<file path="src/rtl/stepdown_gate_seq.sv">
// Step-down switching-cycle sequencer: PWM request -> exclusive HS/LS drive enables with dead time, min on-time, OCP and hiccup.
// Outputs are flops decoded from next state, so every drive edge lands one clk after the deciding input sample.
module stepdown_gate_seq #(
    parameter int DTW        = 4,
    parameter int MIN_ON     = 3,
    parameter int OCP_MAX    = 4,
    parameter int HICCUP_CYC = 1024
) (
    input  logic           clk,
    input  logic           rst,
    input  logic           CELV,
    input  logic           CELG,
    input  logic           SUB,
    input  logic           en,
    input  logic           pwm,
    input  logic           ocp,
    input  logic           zcd,
    input  logic           dcm_en,
    input  logic [DTW-1:0] dt_lh,
    input  logic [DTW-1:0] dt_hl,
    output logic           hs_on,
    output logic           ls_on,
    output logic           ocp_lat,
    output logic           hiccup,
    output logic [2:0]     state
);

    typedef enum logic [2:0] {
        S_OFF   = 3'd0,
        S_DLH   = 3'd1,
        S_HS_ON = 3'd2,
        S_DHL   = 3'd3,
        S_LS_ON = 3'd4,
        S_HICC  = 3'd5
    } state_e;

    localparam logic [15:0] HIC_LOAD = 16'(HICCUP_CYC - 1);

    state_e           state_q, state_d;
    logic [DTW-1:0]   dt_cnt_q, dt_cnt_d;
    logic [7:0]       on_cnt_q, on_cnt_d;
    logic [15:0]      hic_cnt_q, hic_cnt_d;
    logic [3:0]       ocp_cnt_q, ocp_cnt_d;
    logic             ocp_lat_q, ocp_lat_d;
    logic             hs_on_q, ls_on_q, hiccup_q;
    logic             dt_done;
    logic             on_reached;
    logic             ocp_trip;
    logic             ocp_set;
    logic             zc_off;
    logic             unused_supply;

    assign unused_supply = CELV ^ CELG ^ SUB;

    assign dt_done    = (dt_cnt_q == '0);
    assign on_reached = ({1'b0, on_cnt_q} + 9'd1) >= 9'(MIN_ON);
    assign ocp_trip   = ({1'b0, ocp_cnt_q} + 5'd1) == 5'(OCP_MAX);
    assign zc_off     = dcm_en & zcd;

    always_comb begin
        state_d   = state_q;
        dt_cnt_d  = dt_cnt_q;
        on_cnt_d  = on_cnt_q;
        hic_cnt_d = hic_cnt_q;
        ocp_cnt_d = ocp_cnt_q;
        ocp_lat_d = ocp_lat_q;
        ocp_set   = 1'b0;

        case (state_q)
            S_OFF: begin
                if (en && pwm && !ocp_lat_q) state_d = S_DLH;
            end
            S_DLH: begin
                if (!en)          state_d  = S_OFF;
                else if (dt_done) state_d  = S_HS_ON;
                else              dt_cnt_d = dt_cnt_q - DTW'(1);
            end
            S_HS_ON: begin
                if (on_cnt_q != 8'hFF) on_cnt_d = on_cnt_q + 8'd1;
                // OCP terminates regardless of minimum on-time
                if (!en) begin
                    state_d = S_DHL;
                end else if (ocp) begin
                    ocp_set   = 1'b1;
                    ocp_cnt_d = (ocp_cnt_q == 4'hF) ? ocp_cnt_q : ocp_cnt_q + 4'd1;
                    state_d   = ocp_trip ? S_HICC : S_DHL;
                end else if (!pwm && on_reached) begin
                    state_d   = S_DHL;
                    ocp_cnt_d = '0;
                end
            end
            S_DHL: begin
                if (dt_done) state_d  = (!en || zc_off) ? S_OFF : S_LS_ON;
                else         dt_cnt_d = dt_cnt_q - DTW'(1);
            end
            S_LS_ON: begin
                if (!en)                     state_d = S_OFF;
                else if (zc_off)             state_d = S_OFF;
                else if (pwm && !ocp_lat_q)  state_d = S_DLH;
            end
            S_HICC: begin
                if (!en) begin
                    state_d = S_OFF;
                end else if (hic_cnt_q == '0) begin
                    state_d   = S_OFF;
                    ocp_cnt_d = '0;
                    ocp_lat_d = 1'b0;
                end else begin
                    hic_cnt_d = hic_cnt_q - 16'd1;
                end
            end
            default: state_d = S_OFF;
        endcase

        // A low PWM phase re-arms the latch; a fresh termination in the same cycle wins.
        if (!pwm && state_q != S_HICC) ocp_lat_d = 1'b0;
        if (ocp_set)                   ocp_lat_d = 1'b1;
        if (!en)                       ocp_cnt_d = '0;

        if (state_d != state_q) begin
            case (state_d)
                S_DLH:   dt_cnt_d  = dt_lh;
                S_DHL:   dt_cnt_d  = dt_hl;
                S_HS_ON: on_cnt_d  = '0;
                S_HICC:  hic_cnt_d = HIC_LOAD;
                default: ;
            endcase
        end
    end

    always_ff @(posedge clk) begin
        if (rst) begin
            state_q   <= S_OFF;
            dt_cnt_q  <= '0;
            on_cnt_q  <= '0;
            hic_cnt_q <= '0;
            ocp_cnt_q <= '0;
            ocp_lat_q <= 1'b0;
            hs_on_q   <= 1'b0;
            ls_on_q   <= 1'b0;
            hiccup_q  <= 1'b0;
        end else begin
            state_q   <= state_d;
            dt_cnt_q  <= dt_cnt_d;
            on_cnt_q  <= on_cnt_d;
            hic_cnt_q <= hic_cnt_d;
            ocp_cnt_q <= ocp_cnt_d;
            ocp_lat_q <= ocp_lat_d;
            hs_on_q   <= (state_d == S_HS_ON);
            ls_on_q   <= (state_d == S_LS_ON);
            hiccup_q  <= (state_d == S_HICC);
        end
    end

    assign hs_on   = hs_on_q;
    assign ls_on   = ls_on_q;
    assign hiccup  = hiccup_q;
    assign ocp_lat = ocp_lat_q;
    assign state   = state_q;

endmodule

</file>
<file path="config.mk">
export PLATFORM = sky130hd
export DESIGN_NAME = stepdown_gate_seq
export DESIGN_NICKNAME = d
export VERILOG_FILES = /design/src/rtl/stepdown_gate_seq.sv
export SDC_FILE = /design/constraint.sdc
export NUM_CORES = 1
export LEC_CHECK = 0
export CAP_MARGIN = 15
export CORE_ASPECT_RATIO = 0.7
export CORE_MARGIN = 1
export CORE_UTILIZATION = 40
export CTS_CLUSTER_DIAMETER = 150
export DETAILED_ROUTE_END_ITERATION = 10
export PLACE_DENSITY = 0.62
export SLEW_MARGIN = 20
export SYNTH_ARGS = -nofsm -noshare
export SYNTH_HDL_FRONTEND = slang
export SYNTH_SLANG_ARGS = --single-unit
</file>
<file path="constraint.sdc">
create_clock -name clk -period 5.45 [get_ports clk]
set_clock_uncertainty 0.05 [all_clocks]
set_input_delay 0.545 -clock clk [delete_from_list [all_inputs] [get_ports clk]]
set_output_delay 0.545 -clock clk [all_outputs]
set_load 0.02 [all_outputs]
</file>
==> results of run 1 <==
## report_power, final
part / total, mW / internal (mW) / switching, mW / leakage (nW)
sequential: 0.302 / 0.292 / 0.00960 / 0.315
clock: 0.249 / 0.148 / 0.100 / 0.0612
combinational: 0.0927 / 0.0432 / 0.0495 / 0.585
## cell usage after synthesis (2+ instances only)
master / count
dfxtp_1: 39
nor2_1: 33
nand2_1: 19
a21oi_1: 16
nor3_1: 12
nand3_1: 11
xnor2_1: 11
inv_1: 10
xor2_1: 10
a211oi_1: 9
clkbuf_1: 9
o21ai_0: 8
a31oi_1: 7
mux2i_1: 7
ha_1: 6
nor4_1: 6
and4_1: 5
nand2b_1: 5
nand4_1: 5
and2_1: 3
and3_1: 3
nor2b_1: 3
o211ai_1: 3
or4_1: 3
a21o_1: 2
a41oi_1: 2
nand4b_1: 2
nor3b_1: 2
o31ai_1: 2
or2_2: 2
or3_1: 2
or3b_2: 2
## cell families (layout without fill, tap and decap cells)
| logic type | after synthesis | count (layout) |
|---|---|---|
| compound gates | 59 | 59 |
| xor+xnor | 21 | 21 |
| fa+ha+maj | 6 | 6 |
| buf+inv | 20 | 39 |
| flops | 39 | 39 |
| mux | 8 | 8 |
| simple gates | 120 | 120 |
## metrics by stage
step,utilization,setup WS (ns)
floorplan,-,2.996
global placement,0.4684,2.678
detailed placement,0.4684,2.614
CTS,0.4906,2.703
global route,0.4915,2.524
finish,0.4915,2.673
## metal layers
metal / global-route usage / up-vias / routed length [um]
met2: 0.2614 / 40 / 1939
met5: 0 / - / 0
li1: - / 1030 / -
met3: 0.03873 / 5 / 247
met4: 0.04167 / 0 / 40
met1: 0.2532 / 912 / 2554
## worst register-to-register path, stage by stage, from the launching register on
cell      delay (ns)
dfxtp_1         0.54
inv_1           0.14
nor3_1          0.63
nand3_1         0.64
and4_1          0.41
a21oi_1         0.16
a211oi_1        0.06
## layout make-up
cell class / count / area [sq um]
Clock buffer: 6 / 82.58
Multi-Input combinational cell: 214 / 1375
Sequential cell: 39 / 780.7
Timing Repair Buffer: 21 / 210.2
Clock inverter: 2 / 35.03
Fill cell: 520 / 2701
Inverter: 10 / 37.54
Tap cell: 72 / 90.09
## flip-flops by register name, summed over array words and instances, names as in the netlist
| register | flops |
|---|---|
| dt_cnt_q | 4 |
| hic_cnt_q | 16 |
| hiccup | 1 |
| hs_on | 1 |
| ls_on | 1 |
| ocp_cnt_q | 4 |
| ocp_lat | 1 |
| on_cnt_q | 8 |
| state | 3 |
## path summary, 6_finish.rpt
| path | startpoint | end | slack (ns) | cells past startpoint |
|---|---|---|---|---|
| setup reg to reg | state[1]$_SDFF_PP0_ | dt_cnt_q[2]$_SDFF_PP0_ | 2.67 | 6 |
| hold / removal | hic_cnt_q[7]$_SDFF_PP0_ | hic_cnt_q[7]$_SDFF_PP0_ | 0.45 | 2 |
| hold reg to reg | hic_cnt_q[7]$_SDFF_PP0_ | hic_cnt_q[7]$_SDFF_PP0_ | 0.45 | 2 |
| setup / recovery | state[1]$_SDFF_PP0_ | dt_cnt_q[2]$_SDFF_PP0_ | 2.67 | 6 |
==> results.yml, run 1 <==
outcome:
  run_status: "finished clean"
worst_setup_path:
  crit_path_end_kind: "flop"
  cp_num_buf_inv: 1
  worstPathRequired_ns: 5.54
  worst-path-max-fanout: 14
  arrival_ns: 2.86
  startpoint_type: "flop"
  path_delay_family: "simple AND/OR/NAND/NOR gates"
  cp_cell_sequence: "inv_1, nor3_1, nand3_1, and4_1, a21oi_1, a211oi_1"
  slowest_delay_ns: 0.64
  criticalPathCategory: "reg2reg"
  slowest_stage: "nand3_1"
floorplanning:
  num_io_pins: 25
  rows: 22
  dieHeight_um: 64.52
  die_x_um: 91.31
  core_area_sq_um: 5313
  dieArea_sq_um: 5891
  start_util: 0.4204
clock_tree:
  numCtsBuffers: 5
  h-tree-depth: 2
  clockBufferDepth: 2
  postCtsSetupBuffers: 0
  clk_latency_ns: 0.29
  cts_root_buf: "clkbuf_8"
  path_clk_slew_ns: 0.08
  cts_tree: "built"
  cts_hold_buf: 0
  cts.sinks: 39
  postCtsResizedCells: 0
global_route:
  grt_usage: 0.1746
  grt_pass1_vias: 1774
  overflow: 0
  grt_max_degree: 23
  grt_pass1_wl_mm: 8.238
  antenna_found_initial: 0
logic_synthesis:
  avgSynthCellArea_sq_um: 8.181
  synth_fa_ha_area_frac: 0.03361
  synth_compound_area_frac: 0.1759
  synth.top_cell.area_share: 0.3496
  synthSimpleGateAreaFrac: 0.2852
  yosysTopAreaCell: "dfxtp_1"
  synth-seq-area-share: 0.3496
  yosys_register_bits: 39
  ys.flop_type: "dfxtp_1"
  synth_area_sq_um: 2233
  ys_warn_count: 0
  synthDistinctLibCells: 46
  synth_top_family_by_area: "simple AND/OR/NAND/NOR gates"
  synth-edff-count: 0
  synthXorXnorAreaFrac: 0.08235
  synthTopCellsByArea: "dfxtp_1, nor2_1, xnor2_1, xor2_1, a21oi_1"
  syn-num-nets: 297
  synth_async_sr_flop_share: 0
  synth_mux_area_frac: 0.03641
  synth_cells: 273
route:
  wirelength_mm: 4.782
  drtAntennaViolNets: 0
  viasPerCell: 5.459
  initialDrtViolationCount: 128
  firstDrtPassIters: 4
  vias: 1987
  wl_per_cell_um: 13.14
  post-route-drc-count: 0
timing:
  fmax_ghz: 0.3601
  worst_slew_pin_slew_ns: 0.8238
  maxSlewHeadroom: 0.4491
  hold_violations: 0
  slew_viol_final: 0
  grt_setup_unrepaired: "false"
  setup_tns_ns: 0
  post-route-min-period_ns: 2.777
  setup_viol: 0
  hold_ws_ns: 0.4485
  fin_crit_sh: 0.5095
finish:
  final_cell_mix: "dfxtp_1, nor2_1, clkdlybuf4s50_1, nand2_1, a21oi_1"
  final_area_sq_um: 2611
  fin_nets: 315
  final_common_cell: "dfxtp_1"
  stdcell_count: 364
  diodes: 0
  synthToLayoutAreaGrowth_pct: 16.92
  drive_gt1_frac: 0.06164
placement:
  dp.cells: 356
  dpl.hpwl_mm: 3.554
  port_buffers: 21
  gp_congestion: 0.7998
  dpl_cell_area_sq_um: 2489
power:
  ir_drop_v: 0.0001657
  p_per_area_nw_per_um2: 246.3
  total_power_mw: 0.6431
  leakagePower_nw: 0.9607
run:
  cap_violations: 0
min_path:
  hold_class: "reg2reg"
Power figures use the tool's default switching activity.
==> run 2, diff against run 1 <==
- clock period: 5.45 -> 2.8 ns (I/O delays scaled with it)
==> run 2 against run 1 <==
Die area stayed put; critical path depth rose by 2; setup slack got worse by 2.5 ns; first-iteration DRC count is 8.6% lower; global-route usage rose by 1.3 points; cell count up 1.6%; fmax increased by 6.0%; register-to-register slack lost 2.5 ns; critical endpoint is now ocp_cnt_q[2]$_SDFFE_PP0P_; largest cell class unchanged.
==> results.yml, run 2 (same netlist as run 1, synthesis figures left out) <==
timing:
  maxSlewHeadroom: 0.5288
  hold_ws_ns: 0.4388
  setup_viol: 0
  setup_tns_ns: 0
  post-route-min-period_ns: 2.620
  hold_violations: 0
  worst_slew_pin_slew_ns: 0.6977
  fmax_ghz: 0.3817
  fin_ws_ns: 0.1799
  slew_viol_final: 0
  grt_setup_unrepaired: "false"
  fin_crit_sh: 0.9358
route:
  post-route-drc-count: 0
  vias: 2034
  drtAntennaViolNets: 0
  firstDrtPassIters: 4
  initialDrtViolationCount: 117
  viasPerCell: 5.497
  wirelength_mm: 4.887
  wl_per_cell_um: 13.21
global_route:
  antenna_found_initial: 0
  grt_usage: 0.1871
  overflow: 0
  grt_max_degree: 22
  grt_pass1_wl_mm: 8.769
  grt_pass1_vias: 1845
min_path:
  hold_class: "reg2reg"
  worst_hold_path.num_cells: 2
  hp-start: "ocp_cnt_q[1]$_SDFFE_PP0P_"
  holdPathEnd: "ocp_cnt_q[1]$_SDFFE_PP0P_"
power:
  power_switching_mw: 0.3100
  p_per_area_nw_per_um2: 443.4
  comb_power_share: 0.167
  clkPwrFrac: 0.329
  power.internal_mw: 0.8556
  switching_share: 0.2659
  p_seq_frac: 0.504
  leakagePower_nw: 0.9775
  ir_drop_v: 0.0001989
worst_setup_path:
  startpoint_type: "flop"
  crit_path_end_kind: "flop"
  cp_cell_sequence: "inv_1, ha_1, nor2_1, or4_1, a211oi_2, a211oi_1, or4b_4, a31oi_2"
  rr_startpoint: "on_cnt_q[0]$_SDFF_PP0_"
  arrival_ns: 2.79
  cp_num_buf_inv: 1
  r2r-end: "ocp_cnt_q[2]$_SDFFE_PP0P_"
  rr_worst_depth: 8
  criticalPathCategory: "reg2reg"
  slowest_stage: "or4b_4"
  worstPathRequired_ns: 2.97
  path_depth: 8
  path_delay_family: "simple AND/OR/NAND/NOR gates"
  slowest_delay_ns: 0.59
  worst-path-max-fanout: 8
  regToRegSetupSlack_ns: 0.18
clock_tree:
  h-tree-depth: 2
  cts.sinks: 39
  clockBufferDepth: 2
  cts_hold_buf: 0
  cts_tree: "built"
  numCtsBuffers: 5
  clk_latency_ns: 0.29
  cts_root_buf: "clkbuf_8"
  postCtsResizedCells: 0
  path_clk_slew_ns: 0.07
  postCtsSetupBuffers: 0
finish:
  reg_top3: "hic_cnt_q: 16 flops, on_cnt_q: 8 flops"
  fin_nets: 322
  drive_gt1_frac: 0.07718
  final_common_cell: "dfxtp_1"
  largest_register: "hic_cnt_q"
  diodes: 0
  finish.utilization: 0.4948
  final_cell_mix: "dfxtp_1, nor2_1, clkdlybuf4s50_1, nand2_1, a21oi_1"
  largest_register_ffs: 16
  fillerInstances: 513
  synthToLayoutAreaGrowth_pct: 17.70
outcome:
  run_status: "finished clean"
floorplanning:
  start_util: 0.4204
  dieArea_sq_um: 5891
  rows: 22
  die_x_um: 91.31
  core_area_sq_um: 5313
  num_io_pins: 25
  dieHeight_um: 64.52
placement:
  dpl.hpwl_mm: 3.588
  port_buffers: 21
  dp_slack_ns: 0.1805
  gp_congestion: 0.8090
run:
  cap_violations: 0
run 2: changes by cell type in the layout (fill, tap and decap cells not counted):
cell       change
buf_4          +7
bufinv_16      -1
o31ai_1        +1
o31ai_2        -1
run 2: worst max path at each step:
stage                           startpoint                   endpoint  slack [ns]
floorplan           on_cnt_q[0]$_SDFF_PP0_  ocp_cnt_q[2]$_SDFFE_PP0P_        0.35
global placement    on_cnt_q[0]$_SDFF_PP0_  ocp_cnt_q[2]$_SDFFE_PP0P_        0.21
detailed placement  on_cnt_q[0]$_SDFF_PP0_  ocp_cnt_q[2]$_SDFFE_PP0P_        0.18
CTS                 on_cnt_q[0]$_SDFF_PP0_  ocp_cnt_q[2]$_SDFFE_PP0P_        0.16
global route        on_cnt_q[0]$_SDFF_PP0_  ocp_cnt_q[2]$_SDFFE_PP0P_        0.02
finish              on_cnt_q[0]$_SDFF_PP0_  ocp_cnt_q[2]$_SDFFE_PP0P_        0.18
run 2: layer usage:
metal	GRT usage	routed length (um)
met1	0.2699	2565
met4	0.06151	29
met2	0.2765	2059
met3	0.03873	232
met5	0	0
run 2: metrics by stage:
step           total power, mW  std cells  instance area [sq um]
6_report                 1.166        370                   2629
5_1_grt                  1.231        370                   2629
4_1_cts                  1.181        370                   2629
3_5_place_dp            0.7928        363                   2541
3_3_place_gp            0.7896        363                   2541
2_1_floorplan           0.7211        273                   2233
run 2: area by class of cell:
| type | instances | area (sq um) | area share |
|---|---|---|---|
| well taps | 72 | 90.09 | 0.03427 |
| clock inverters | 1 | 5.005 | 0.001904 |
| multi-input cells | 214 | 1370 | 0.5212 |
| inverters | 10 | 37.54 | 0.01428 |
| repair buffers | 28 | 262.8 | 0.09995 |
| clock buffers | 6 | 82.58 | 0.03141 |
| flip-flops and latches | 39 | 780.7 | 0.2970 |
run 2: power by group through the flow:
stage	Sequential (mW)	Clock (mW)	Combinational [mW]
after floorplan	0.595	0	0.126
after global placement	0.600	0	0.190
after detailed placement	0.600	0	0.193
after CTS	0.587	0.399	0.194
after global routing	0.590	0.424	0.216
final	0.587	0.384	0.194
run 2: worst reg2reg max path, delay by kind of cell, from the launching register on:
kind	cells	cell delay, ns
flip-flops	1	0.45
adder cells (fa/ha/maj)	1	0.30
AO/OA/AOI/OAI	3	0.58
AND/OR/NAND/NOR	3	1.11
buffers and inverters	1	0.07
==> run 3, diff against run 2 <==
- PLACE_DENSITY: 0.62 -> unset
- RECOVER_POWER: unset -> 50
==> run 3 against run 2 <==
Final area shrank 1.2%; global-route usage shrank 0.42 points; utilization down 0.59 points; critical path type unchanged.
==> results.yml, run 3 (same netlist as run 1, synthesis figures left out) <==
placement:
  dp_slack_ns: 0.1716
  dpl.hpwl_mm: 3.589
  port_buffers: 21
  gp_congestion: 0.8335
  dp.cells: 363
floorplanning:
  core_area_sq_um: 5313
  dieHeight_um: 64.52
  dieArea_sq_um: 5891
  die_x_um: 91.31
  start_util: 0.4204
  num_io_pins: 25
  rows: 22
worst_setup_path:
  r2r-end: "ocp_cnt_q[2]$_SDFFE_PP0P_"
  rr_startpoint: "on_cnt_q[1]$_SDFF_PP0_"
  startpoint_type: "flop"
  worst-path-max-fanout: 7
  rr_worst_depth: 7
  cp_cell_sequence: "ha_1, xor2_1, or4_1, a211oi_2, a211oi_1, or4b_4, a31oi_2"
  slowest_stage: "or4b_4"
  slowest_delay_ns: 0.59
  criticalPathCategory: "reg2reg"
  arrival_ns: 2.73
  cp_num_buf_inv: 0
  worstPathRequired_ns: 2.97
  regToRegSetupSlack_ns: 0.24
  crit_path_end_kind: "flop"
  path_delay_family: "simple AND/OR/NAND/NOR gates"
route:
  initialDrtViolationCount: 82
  firstDrtPassIters: 4
  post-route-drc-count: 0
  viasPerCell: 5.523
  wirelength_mm: 4.944
  drtAntennaViolNets: 0
  wl_per_cell_um: 13.40
  vias: 2038
timing:
  worst_slew_pin_slew_ns: 0.6435
  fin_ws_ns: 0.2395
  hold_ws_ns: 0.4425
  setup_tns_ns: 0
  setup_viol: 0
  maxSlewHeadroom: 0.5653
  slew_viol_final: 0
  fmax_ghz: 0.3905
  grt_setup_unrepaired: "false"
  hold_violations: 0
  post-route-min-period_ns: 2.561
  fin_crit_sh: 0.9145
clock_tree:
  cts_tree: "built"
  numCtsBuffers: 5
  h-tree-depth: 2
  cts.sinks: 39
  clockBufferDepth: 2
  cts_root_buf: "clkbuf_8"
  clk_latency_ns: 0.29
  cts_hold_buf: 0
  path_clk_slew_ns: 0.07
  postCtsSetupBuffers: 0
global_route:
  grt_pass1_wl_mm: 8.700
  grt_pass1_vias: 1861
  overflow: 0
  antenna_found_initial: 0
  grt_usage: 0.1829
  grt_max_degree: 22
finish:
  largest_register: "hic_cnt_q"
  largest_register_ffs: 16
  diodes: 0
  fin_nets: 322
  synthToLayoutAreaGrowth_pct: 16.30
  multi_input_area_sq_um: 1364
  stdcell_count: 369
  final_common_cell: "dfxtp_1"
  ff_latch_area_sq_um: 782.0
  fillerInstances: 527
  reg_top3: "hic_cnt_q: 16 flops, on_cnt_q: 8 flops"
  final_cell_mix: "dfxtp_1, nor2_1, nand2_1, a21oi_1, clkdlybuf4s50_1"
  drive_gt1_frac: 0.06061
power:
  p_per_area_nw_per_um2: 431.1
  ir_drop_v: 0.0002098
  leakagePower_nw: 0.9789
  total_power_mw: 1.120
min_path:
  hp-start: "ocp_cnt_q[1]$_SDFFE_PP0P_"
  hold_class: "reg2reg"
  holdPathEnd: "ocp_cnt_q[1]$_SDFFE_PP0P_"
  worst_hold_path.num_cells: 2
outcome:
  run_status: "finished clean"
run:
  cap_violations: 0
## run 3: changes by cell type in the layout (fill, tap and decap cells not counted)
cell and delta:
clkinv_2 -1, dlygate4sd3_1 +7, clkbuf_1 +4, nor4b_2 -1, dfxtp_2 +1, clkbuf_8 -1
nor4b_1 +1, dfxtp_1 -1, buf_4 -3, clkdlybuf4s50_1 -7
## run 3: how the worst max path moves through the flow
stage / start / end / slack, ns / cells after the start
6_report: on_cnt_q[1]$_SDFF_PP0_ / ocp_cnt_q[2]$_SDFFE_PP0P_ / 0.24 / 7
3_3_place_gp: on_cnt_q[0]$_SDFF_PP0_ / ocp_cnt_q[2]$_SDFFE_PP0P_ / 0.20 / 8
4_1_cts: on_cnt_q[0]$_SDFF_PP0_ / ocp_cnt_q[2]$_SDFFE_PP0P_ / 0.16 / 8
2_1_floorplan: on_cnt_q[0]$_SDFF_PP0_ / ocp_cnt_q[2]$_SDFFE_PP0P_ / 0.35 / 8
3_5_place_dp: on_cnt_q[0]$_SDFF_PP0_ / ocp_cnt_q[2]$_SDFFE_PP0P_ / 0.17 / 8
5_1_grt: on_cnt_q[1]$_SDFF_PP0_ / ocp_cnt_q[0]$_SDFFE_PP0P_ / 0.09 / 7
## run 3: power breakdown
| part | leakage [nW] | internal, mW | switching (mW) |
|---|---|---|---|
| Combinational | 0.626 | 0.0867 | 0.0993 |
| Clock | 0.0371 | 0.166 | 0.180 |
| Sequential | 0.315 | 0.569 | 0.0184 |
## run 3: per-stage QoR
| step | instance area (sq um) | util |
|---|---|---|
| after floorplan | 2233 | - |
| after global placement | 2541 | 0.4783 |
| after detailed placement | 2541 | 0.4783 |
| after CTS | 2614 | 0.4920 |
| after global routing | 2597 | 0.4889 |
| final | 2597 | 0.4889 |
## run 3: area by class of cell
cell class / instances / area share
Sequential cell: 39 / 0.3011
Multi-Input combinational cell: 214 / 0.5250
Inverter: 10 / 0.01445
Tap cell: 72 / 0.03468
Timing Repair Buffer: 28 / 0.09682
Clock buffer: 6 / 0.02794
## run 3: metal layers
layer,global-route usage,part of all wire,vias up
li1,-,-,1050
met1,0.2647,0.53,937
met2,0.2737,0.41,44
met3,0.04460,0.053,7
met4,0.03968,0.0073,0
met5,0,0,-
## run 3: worst reg2reg max path, cell delays in order (launching register included)
cell      delay [ns]
dfxtp_1         0.44
ha_1            0.33
xor2_1          0.09
or4_1           0.42
a211oi_2        0.27
a211oi_1        0.13
or4b_4          0.59
a31oi_2         0.17
## run 3: what timing repair did
action | CTS | global route
gates resized for setup | 0 | 1
setup endpoints to repair | 0 | 2
endpoints found under the hold margin | 0 | 0
